### src/rtl/chip8_sound_delay_timers.sv
// rtl/chip8_sound_delay_timers.sv - CHIP-8 delay/sound timers with buzzer drive
// Optional square-wave tone generator enabled by CHIP8_BUZZER_TONE_EN.
module chip8_sound_delay_timers #(
  parameter int unsigned TONE_DIV = 56818,
  parameter int          TIMER_W  = 8
) (
  input  logic               clk,
  input  logic               rst_n,
  input  logic               tick_60hz,
  input  logic               freeze,
  input  logic               dt_we,
  input  logic               st_we,
  input  logic [TIMER_W-1:0] wr_data,
  output logic [TIMER_W-1:0] dt_value,
  output logic [TIMER_W-1:0] st_value,
  output logic               dt_zero,
  output logic               sound_active,
  output logic               buzzer
);

  logic dec_en;

  assign dec_en       = tick_60hz & ~freeze;
  assign dt_zero      = (dt_value == '0);
  assign sound_active = (st_value != '0);

  // A write in the same cycle as a tick wins; the tick is dropped for that timer only.
  always_ff @(posedge clk or negedge rst_n) begin
    if (!rst_n) begin
      dt_value <= '0;
    end else if (dt_we) begin
      dt_value <= wr_data;
    end else if (dec_en && !dt_zero) begin
      dt_value <= dt_value - TIMER_W'(1);
    end
  end

  always_ff @(posedge clk or negedge rst_n) begin
    if (!rst_n) begin
      st_value <= '0;
    end else if (st_we) begin
      st_value <= wr_data;
    end else if (dec_en && sound_active) begin
      st_value <= st_value - TIMER_W'(1);
    end
  end

`ifdef CHIP8_BUZZER_TONE_EN
  logic [31:0] phase;
  logic        tone;

  // Phase runs only while sounding, so an ST reload mid-tone keeps the waveform continuous.
  always_ff @(posedge clk or negedge rst_n) begin
    if (!rst_n) begin
      phase <= '0;
      tone  <= 1'b0;
    end else if (!sound_active) begin
      phase <= '0;
      tone  <= 1'b0;
    end else if (phase == TONE_DIV - 1) begin
      phase <= '0;
      tone  <= ~tone;
    end else begin
      phase <= phase + 32'd1;
    end
  end

  assign buzzer = tone;
`else
  assign buzzer = sound_active;
`endif

endmodule

### config.mk
export PLATFORM = sky130hd
export DESIGN_NAME = chip8_sound_delay_timers
export DESIGN_NICKNAME = d
export VERILOG_FILES = /design/src/rtl/chip8_sound_delay_timers.sv
export SDC_FILE = /design/constraint.sdc
export NUM_CORES = 1
export LEC_CHECK = 0
export CORE_AREA = 2 2 49 51
export DETAILED_ROUTE_END_ITERATION = 6
export DIE_AREA = 0 0 51 53
export PLACE_DENSITY_LB_ADDON = 0.15
export SLEW_MARGIN = 20
export SYNTH_ARGS = -nofsm -noshare
export SYNTH_HDL_FRONTEND = slang
export SYNTH_SLANG_ARGS = --single-unit
### constraint.sdc
create_clock -name clk -period 2.7 [get_ports clk]
set_input_delay 0.675 -clock clk [delete_from_list [all_inputs] [get_ports clk]]
set_output_delay 0.675 -clock clk [all_outputs]
set_load 0.01 [all_outputs]
### Yosys cells after proc, flatten, opt, wreduce, memory -nomap -nowiden

Index checks and enable logic that the tools add are counted.

| storage, ports and cells | value |
|---|---|
| bits in registers | 16 |
| input bits | 14 |
| word-level logic and storage cells | 17 |

| cells by class | value |
|---|---|
| add/sub/neg operators | 2 |
| muxes and demuxes | 4 |
| bitwise operators | 2 |
| reductions and logical operators | 7 |

Operators by type and width:

| kind | count |
|---|---|
| $mux W8 | 4 |
| $sub A8 B1 Y8 const B | 2 |
| $logic_not A8 Y1 | 1 |
| $reduce_bool A8 Y1 | 1 |
| $reduce_bool A2 Y1 | 2 |
| $logic_and A1 B1 Y1 | 2 |
| $and A1 B1 Y1 | 1 |
| $logic_not A1 Y1 | 1 |
| $not A1 Y1 | 1 |

### Longest topological paths before layout

Gate-level depths: netlist (run 1).

| logic depth | value |
|---|---|
| word-level depth | 5 |
| depth in mapped cells | 6 |

### Worst setup path before layout (run 1)

Ideal clock, no wire load.

| path | value |
|---|---|
| kind | reg2out |
| start | register st_value[0] |
| end | output port sound_active |
| arrival | 1.299 ns |
| data required time | 2.025 ns |
| path slack | 0.726 ns |
| stages on the path, launching flop included | 6 |
| path buffers | 1 |
| cells stage by stage | dfrtp_1 inv_1 ha_1 nor3b_2 nand2_1 buf_4 |

| between the ends | value |
|---|---|
| longest elaborated chain between the ends | 1 |

RTL lines:

| element | RTL line | text |
|---|---|---|
| start, declared | 15 | `output logic [TIMER_W-1:0] st_value,` |
| start signal, assigned | 42 | `st_value <= wr_data;` |
| start signal, assigned | 44 | `st_value <= st_value - TIMER_W'(1);` |
| $reduce_bool A8 Y1 | 25 | `assign sound_active = (st_value != '0);` |
| end, declared | 17 | `output logic sound_active,` |

Every way passes these cells.

### Worst setup path after layout (run 1)

| path | value |
|---|---|
| start | register dt_value[5] |
| end | output port dt_zero |

| between the ends | value |
|---|---|
| longest elaborated chain between the ends | 1 |

RTL lines:

| element | RTL line | text |
|---|---|---|
| start, declared | 14 | `output logic [TIMER_W-1:0] dt_value,` |
| start signal, assigned | 32 | `dt_value <= wr_data;` |
| start signal, assigned | 34 | `dt_value <= dt_value - TIMER_W'(1);` |
| $logic_not A8 Y1 | 24 | `assign dt_zero = (dt_value == '0);` |
| end, declared | 16 | `output logic dt_zero,` |

Every way passes these cells.

==> results.py, run 1 <==
metrics = {
    "global_routing": {
        "grt_pass1_wl_um": 4100,
        "first_global_vias": 876,
        "grt_antenna_before_repair": 0,
        "grt_use_total_pct": 20.7,
        "grt.overflow.total": 0,
        "grt_start_max_net_pins": 17,
    },
    "final_layout": {
        "drive_above_1_share_pct": 9.66,
        "fin_nets": 163,
        "syn2layout_area_growth_pct": 38.0,
        "stdcell_count": 173,
        "antenna_cells": 0,
    },
    "critical_path": {
        "rr_worst_depth": 7,
        "cp_max_fo": 7,
        "slowest_delay_ns": 0.54,
        "cp_cell_sequence": "nor3_1 -> and3_1 -> clkdlybuf4s50_1",
        "start_kind": "flip-flop",
        "crit_slowest_cell": "clkdlybuf4s50_1",
        "worstSetupPathType": "reg -> out",
        "crit_arrival_ns": 1.91,
        "required_ns": 2.03,
        "worst_setup_path_end_kind": "output port",
        "worst_path_dominant_cell_family": "simple AND/OR/NAND/NOR gates",
        "crit_buf_inv": 1,
        "crit_cells": 3,
    },
    "floorplan": {
        "core_um2": 2150,
        "die_w_um": 51,
        "top_level_ports": 33,
        "placementRows": 17,
        "dieArea_um2": 2700,
        "die_h_um": 53,
        "start_util_pct": 47.8,
    },
    "drt": {
        "via_count": 945,
        "drt-wirelength-per-cell_um": 14.2,
        "ant_nets": 0,
        "viasPerCell": 5.46,
        "drc": 0,
        "drt_pass1_iterations": 4,
        "drtIter0Drc": 14,
        "routed_wl_um": 2450,
    },
    "power_and_ir_drop": {
        "power.share.clock_pct": 23.2,
        "p_leak_nw": 0.569,
        "combPwrFrac_pct": 31.3,
        "p_seq_share_pct": 45.5,
        "power.internal_mw": 0.470,
        "netSwitchingFraction_pct": 31.4,
        "p_per_area_nw_per_um2": 484,
        "p_sw_mw": 0.215,
        "peakVddDrop_mv": 0.399,
        "power_mw": 0.686,
    },
    "synthesis": {
        "synth.area.top_cells": "dfrtp_1 39%, mux2_2 5.5%, o21ai_0 4.4%",
        "yosysTopAreaCell": "dfrtp_1",
        "yosysWarningCount": 0,
        "syn_inst": 111,
        "synth_flop_cell": "dfrtp_1",
        "ys_seq_area_share_pct": 39.0,
        "ys_ff_latch": 16,
        "synth_area_per_cell_um2": 9.24,
        "synth_top_area_share_pct": 39.0,
        "yosysMostFrequentCell": "dfrtp_1",
        "synth.cell_area_um2": 1030,
        "synth.distinct_cells": 35,
        "syn-num-nets": 128,
        "async_flop_share_pct": 100,
        "synthTopCellsByCount": "16 x dfrtp_1, 12 x nand2_1, 9 x nor2_1, 9 x o21ai_0, 6 x inv_1",
        "synth-edff-count": 0,
    },
    "sta": {
        "finalCriticalPeriod_ns": 2.58,
        "worst_pin_slew_ns": 0.723,
        "finalSetupViolCount": 0,
        "whs_ns": 0.670,
        "drv_slew": 0,
        "finalCritPeriodShare_pct": 95.6,
        "slew_headroom_pct": 51.6,
        "rsz0062_at_grt": "no",
        "fin_skew_ns": 0.00271,
        "hold_viol": 0,
        "setup_tns_ns": 0,
        "fmax_mhz": 387,
    },
    "clock_network": {
        "clk_path_buf_depth": 2,
        "h-tree-depth": 1,
        "clockRootBuffer": "clkbuf_4",
        "cts-buffers-inserted": 3,
        "path_clk_slew_ns": 0.09,
        "worst_skew_pair.late_latency_ns": 0.29,
        "clock-sinks": 16,
        "ctsHoldBuffers": 0,
        "cts_tree": "yes",
    },
    "place": {
        "gp_congestion": 0.779,
        "dp_hpwl_um": 1850,
        "place_inst": 168,
        "portBuffers": 32,
    },
    "outcome": {
        "outcome": "finished, final reports clean",
    },
    "worst_hold_path": {
        "holdPathStages": 2,
        "hold_class": "reg -> reg",
    },
    "flow_run": {
        "maxCapViolCount": 0,
    },
}
[per-layer routing]
| metal | up-vias | part of all wire [%] | global-route usage, % |
|---|---|---|---|
| met5 | - | 0 | 0 |
| met4 | 0 | 2.1 | 9.91 |
| met3 | 7 | 5.7 | 3.39 |
| met2 | 30 | 50 | 33.8 |
| met1 | 447 | 42 | 26.6 |
| li1 | 461 | - | - |
[logic make-up after synthesis]
family	after synthesis	synth area share [%]
buf+inv	9	3.66
fa+ha+maj	3	3.66
mux	7	7.44
flops	16	39.0
xor+xnor	9	7.68
compound gates	24	14.1
simple gates	43	24.4
[sequential cells by signal, indices dropped and copies added (netlist names)]
| signal | cells |
|---|---|
| dt_value | 8 |
| st_value | 8 |
[power groups by stage]
stage / Clock [mW] / Combinational (mW) / Sequential, mW
floorplan: 0 / 0.0949 / 0.321
global placement: 0 / 0.208 / 0.314
detailed placement: 0 / 0.212 / 0.315
CTS: 0.162 / 0.215 / 0.312
global route: 0.171 / 0.237 / 0.318
finish: 0.159 / 0.214 / 0.312
[layout by cell type (no fill, tap or decap), types with 2 or more instances in the layout]
cell type	n
clkdlybuf4s50_1	32
dfrtp_1	16
nand2_1	12
o21ai_0	9
nor2_1	9
inv_1	6
a21oi_1	5
xnor2_1	5
mux2_2	5
xor2_1	4
nor3_1	3
a211oi_1	3
ha_1	3
clkbuf_4	3
nand2b_1	2
nor2b_1	2
nand4b_1	2
nand3_1	2
or3_1	2
mux2i_1	2
or3b_1	2
[worst min-delay path: stages, from the launching register on]
cell and delay, ns:
dfrtp_1 0.43, xnor2_1 0.14, o21ai_0 0.07
[timing repair]
action,in CTS,in global routing
buffers inserted,0,1
setup endpoints to repair,2,2
pin swaps,0,0
resized for setup,1,0
[worst paths after layout]
check                                  from           to  slack [ns]
min in group asynchronous             rst_n  st_value[6]        0.81
worst max-delay path            dt_value[5]      dt_zero        0.12
max in group asynchronous             rst_n  dt_value[3]        1.44
worst max register to register  st_value[0]  st_value[6]        0.93
worst min register to register  st_value[0]  st_value[0]        0.67
worst min-delay path            st_value[0]  st_value[0]        0.67
[stage by stage]
step | cell area (um2) | util [%] | worst slack (ns)
floorplan | 1030 | - | 0.726
global placement | 1370 | 63.6 | 0.351
detailed placement | 1370 | 63.6 | 0.320
CTS | 1410 | 65.6 | 0.0559
global route | 1420 | 65.9 | 0.00406
finish | 1420 | 65.9 | 0.118
[layout make-up]
class,instances,area (um2)
Clock buffer,4,36.3
Fill cell,179,732
Inverter,6,22.5
Multi-Input combinational cell,86,594
Sequential cell,16,400
Tap cell,28,35.0
Timing Repair Buffer,33,328
No activity file was read; power rests on OpenSTA's default activity.
==> run 2: changes to the inputs <==
SKIP_CTS_REPAIR_TIMING = 1   (was default)
SKIP_LAST_GASP = 1   (was default)
==> results of run 2 <==
Same layout as run 1: the final DEF is identical, and so are final timing and power.
Main changes from that run: wire length of the first global-routing pass 4100 um -> 4090 um; via count of the first global-routing pass 876 -> 871; met1 usage 26.6% -> 27.0%; met2 usage 33.8% -> 33.3%
==> run 3: changes to the inputs <==
CORE_AREA = 2 2 45 47   (was 2 2 49 51)
DIE_AREA = 0 0 47 49   (was 0 0 51 53)
DONT_BUFFER_PORTS = 1   (was default)
PLACE_DENSITY = 0.83   (was default)
PLACE_DENSITY_LB_ADDON = default   (was 0.15)
==> run 3 against run 2 <==
Sequential share of layout area rose by 8.8 points. Critical endpoint is now sound_active. Maximum frequency rose by 13%. Worst hold slack got worse by 0.60 ns. Final cell count fell by 20%. Design area fell by 24%. Utilization fell by 7.2 points. Register-to-register slack barely moved. Highest routed layer unchanged. Clock power fell by 3%. Largest power group unchanged. Combinational power fell by 50%. Die area fell by 15%. Wire length fell by 16%. Via count fell by 15%.
==> results.py, run 3 (synthesized netlist as in run 1, its figures left out) <==
metrics = {
    "critical_path": {
        "crit_slowest_cell": "dfrtp_1",
        "required_ns": 2.03,
        "worst_setup_path_end_kind": "output port",
        "slowest_delay_ns": 0.46,
        "cp_max_fo": 8,
        "cp_cell_sequence": "inv_1 -> ha_1 -> nor3b_2 -> nand2_1",
        "crit_arrival_ns": 1.61,
        "worstSetupPathType": "reg -> out",
        "start_kind": "flip-flop",
    },
    "sta": {
        "finalCriticalPeriod_ns": 2.29,
        "worst_pin_slew_ns": 0.460,
        "hold_viol": 0,
        "finalSetupViolCount": 0,
        "rsz0062_at_grt": "no",
        "fmax_mhz": 437,
        "finalCritPeriodShare_pct": 84.7,
        "drv_slew": 0,
        "setup_ws_ns": 0.412,
        "slew_headroom_pct": 69.2,
        "fin_skew_ns": 0.00402,
        "setup_tns_ns": 0,
    },
    "power_and_ir_drop": {
        "p_seq_share_pct": 55.6,
        "peakVddDrop_mv": 0.283,
        "p_sw_mw": 0.185,
        "power.share.clock_pct": 26.4,
        "p_per_area_nw_per_um2": 545,
        "power.internal_mw": 0.405,
        "power_mw": 0.589,
        "p_leak_nw": 0.437,
        "netSwitchingFraction_pct": 31.3,
        "combPwrFrac_pct": 18.1,
    },
    "floorplan": {
        "placementRows": 16,
        "top_level_ports": 33,
        "die_h_um": 49,
        "start_util_pct": 55.7,
        "die_w_um": 47,
        "core_um2": 1840,
        "dieArea_um2": 2300,
    },
    "final_layout": {
        "most-common-layout-cells": "16 x dfrtp_1, 12 x nand2_1, 9 x o21ai_0, 9 x nor2_1, 6 x inv_1",
        "multi_input_area_um2": 588,
        "fillers": 181,
        "fin_nets": 130,
        "antenna_cells": 0,
        "syn2layout_area_growth_pct": 5.37,
        "drive_above_1_share_pct": 11.6,
        "reg_top3": "dt_value: 8 flops, st_value: 8 flops",
        "stdcell_count": 139,
        "seq_area_um2": 400,
        "final_common_cell": "dfrtp_1",
    },
    "clock_network": {
        "h-tree-depth": 1,
        "clk_path_buf_depth": 2,
        "path_clk_slew_ns": 0.09,
        "worst_skew_pair.late_latency_ns": 0.28,
        "clockRootBuffer": "clkbuf_4",
        "cts-buffers-inserted": 3,
        "cts_tree": "yes",
        "clock-sinks": 16,
    },
    "drt": {
        "drt_pass1_iterations": 4,
        "routed_wl_um": 2070,
        "drtIter0Drc": 12,
        "drt-wirelength-per-cell_um": 14.9,
        "drc": 0,
        "ant_nets": 0,
        "via_count": 804,
        "viasPerCell": 5.78,
    },
    "place": {
        "gp_congestion": 0.841,
        "portBuffers": 0,
        "place_inst": 135,
        "dp_hpwl_um": 1620,
        "place_ws_ns": 0.731,
    },
    "global_routing": {
        "first_global_vias": 792,
        "grt_antenna_before_repair": 0,
        "grt.overflow.total": 0,
        "grt_start_max_net_pins": 17,
        "grt_use_total_pct": 19.4,
        "grt_pass1_wl_um": 3290,
    },
    "flow_run": {
        "maxCapViolCount": 0,
    },
    "outcome": {
        "outcome": "finished, final reports clean",
    },
    "worst_hold_path": {
        "hold_class": "in -> async",
    },
}
[run 3: per-layer routing]
metal  wire (um)  up-vias  track usage (%)
li1            -      396                -
met1         900      370             24.1
met2         982       33             31.1
met3         151        5             5.93
met4          31        0             6.94
met5           0        -                0
[run 3: worst max-delay path, delay by kind of cell, from the launching register on]
family,cells,cell delay (ns)
AND/OR/NAND/NOR,2,0.61
flip-flops,1,0.46
adder cells (fa/ha/maj),1,0.15
buffers and inverters,1,0.11
[run 3: area by class of cell]
| type | count | share of cell area, % |
|---|---|---|
| Clock buffer | 4 | 3.36 |
| Inverter | 6 | 2.08 |
| Multi-Input combinational cell | 86 | 54.4 |
| Sequential cell | 16 | 37.0 |
| Tap cell | 27 | 3.12 |
[run 3: through the flow]
step	utilization, %	instance area (um2)	hold WS, ns
after floorplan	-	1030	0.379
after global placement	56.7	1040	0.380
after detailed placement	56.7	1040	0.380
after CTS	58.7	1080	0.0671
after global routing	58.7	1080	0.0510
final	58.7	1080	0.0717
[run 3: power groups by stage]
stage / Sequential (mW) / Combinational [mW] / Clock (mW)
floorplan: 0.321 / 0.0949 / 0
global placement: 0.330 / 0.103 / 0
detailed placement: 0.332 / 0.107 / 0
CTS: 0.327 / 0.108 / 0.158
global route: 0.332 / 0.122 / 0.170
finish: 0.327 / 0.106 / 0.155
[run 3: path summary, 6_finish.rpt]
check | start | end | slack (ns) | depth (start not counted)
setup / recovery | st_value[0] | sound_active | 0.41 | 4
setup reg to reg | st_value[0] | st_value[3] | 0.92 | 6
max in group asynchronous | rst_n | st_value[1] | 2.56 | 0
hold reg to reg | st_value[1] | st_value[1] | 0.68 | 2
min in group clk | st_we | st_value[6] | 0.47 | 1
hold / removal | rst_n | dt_value[3] | 0.07 | 0
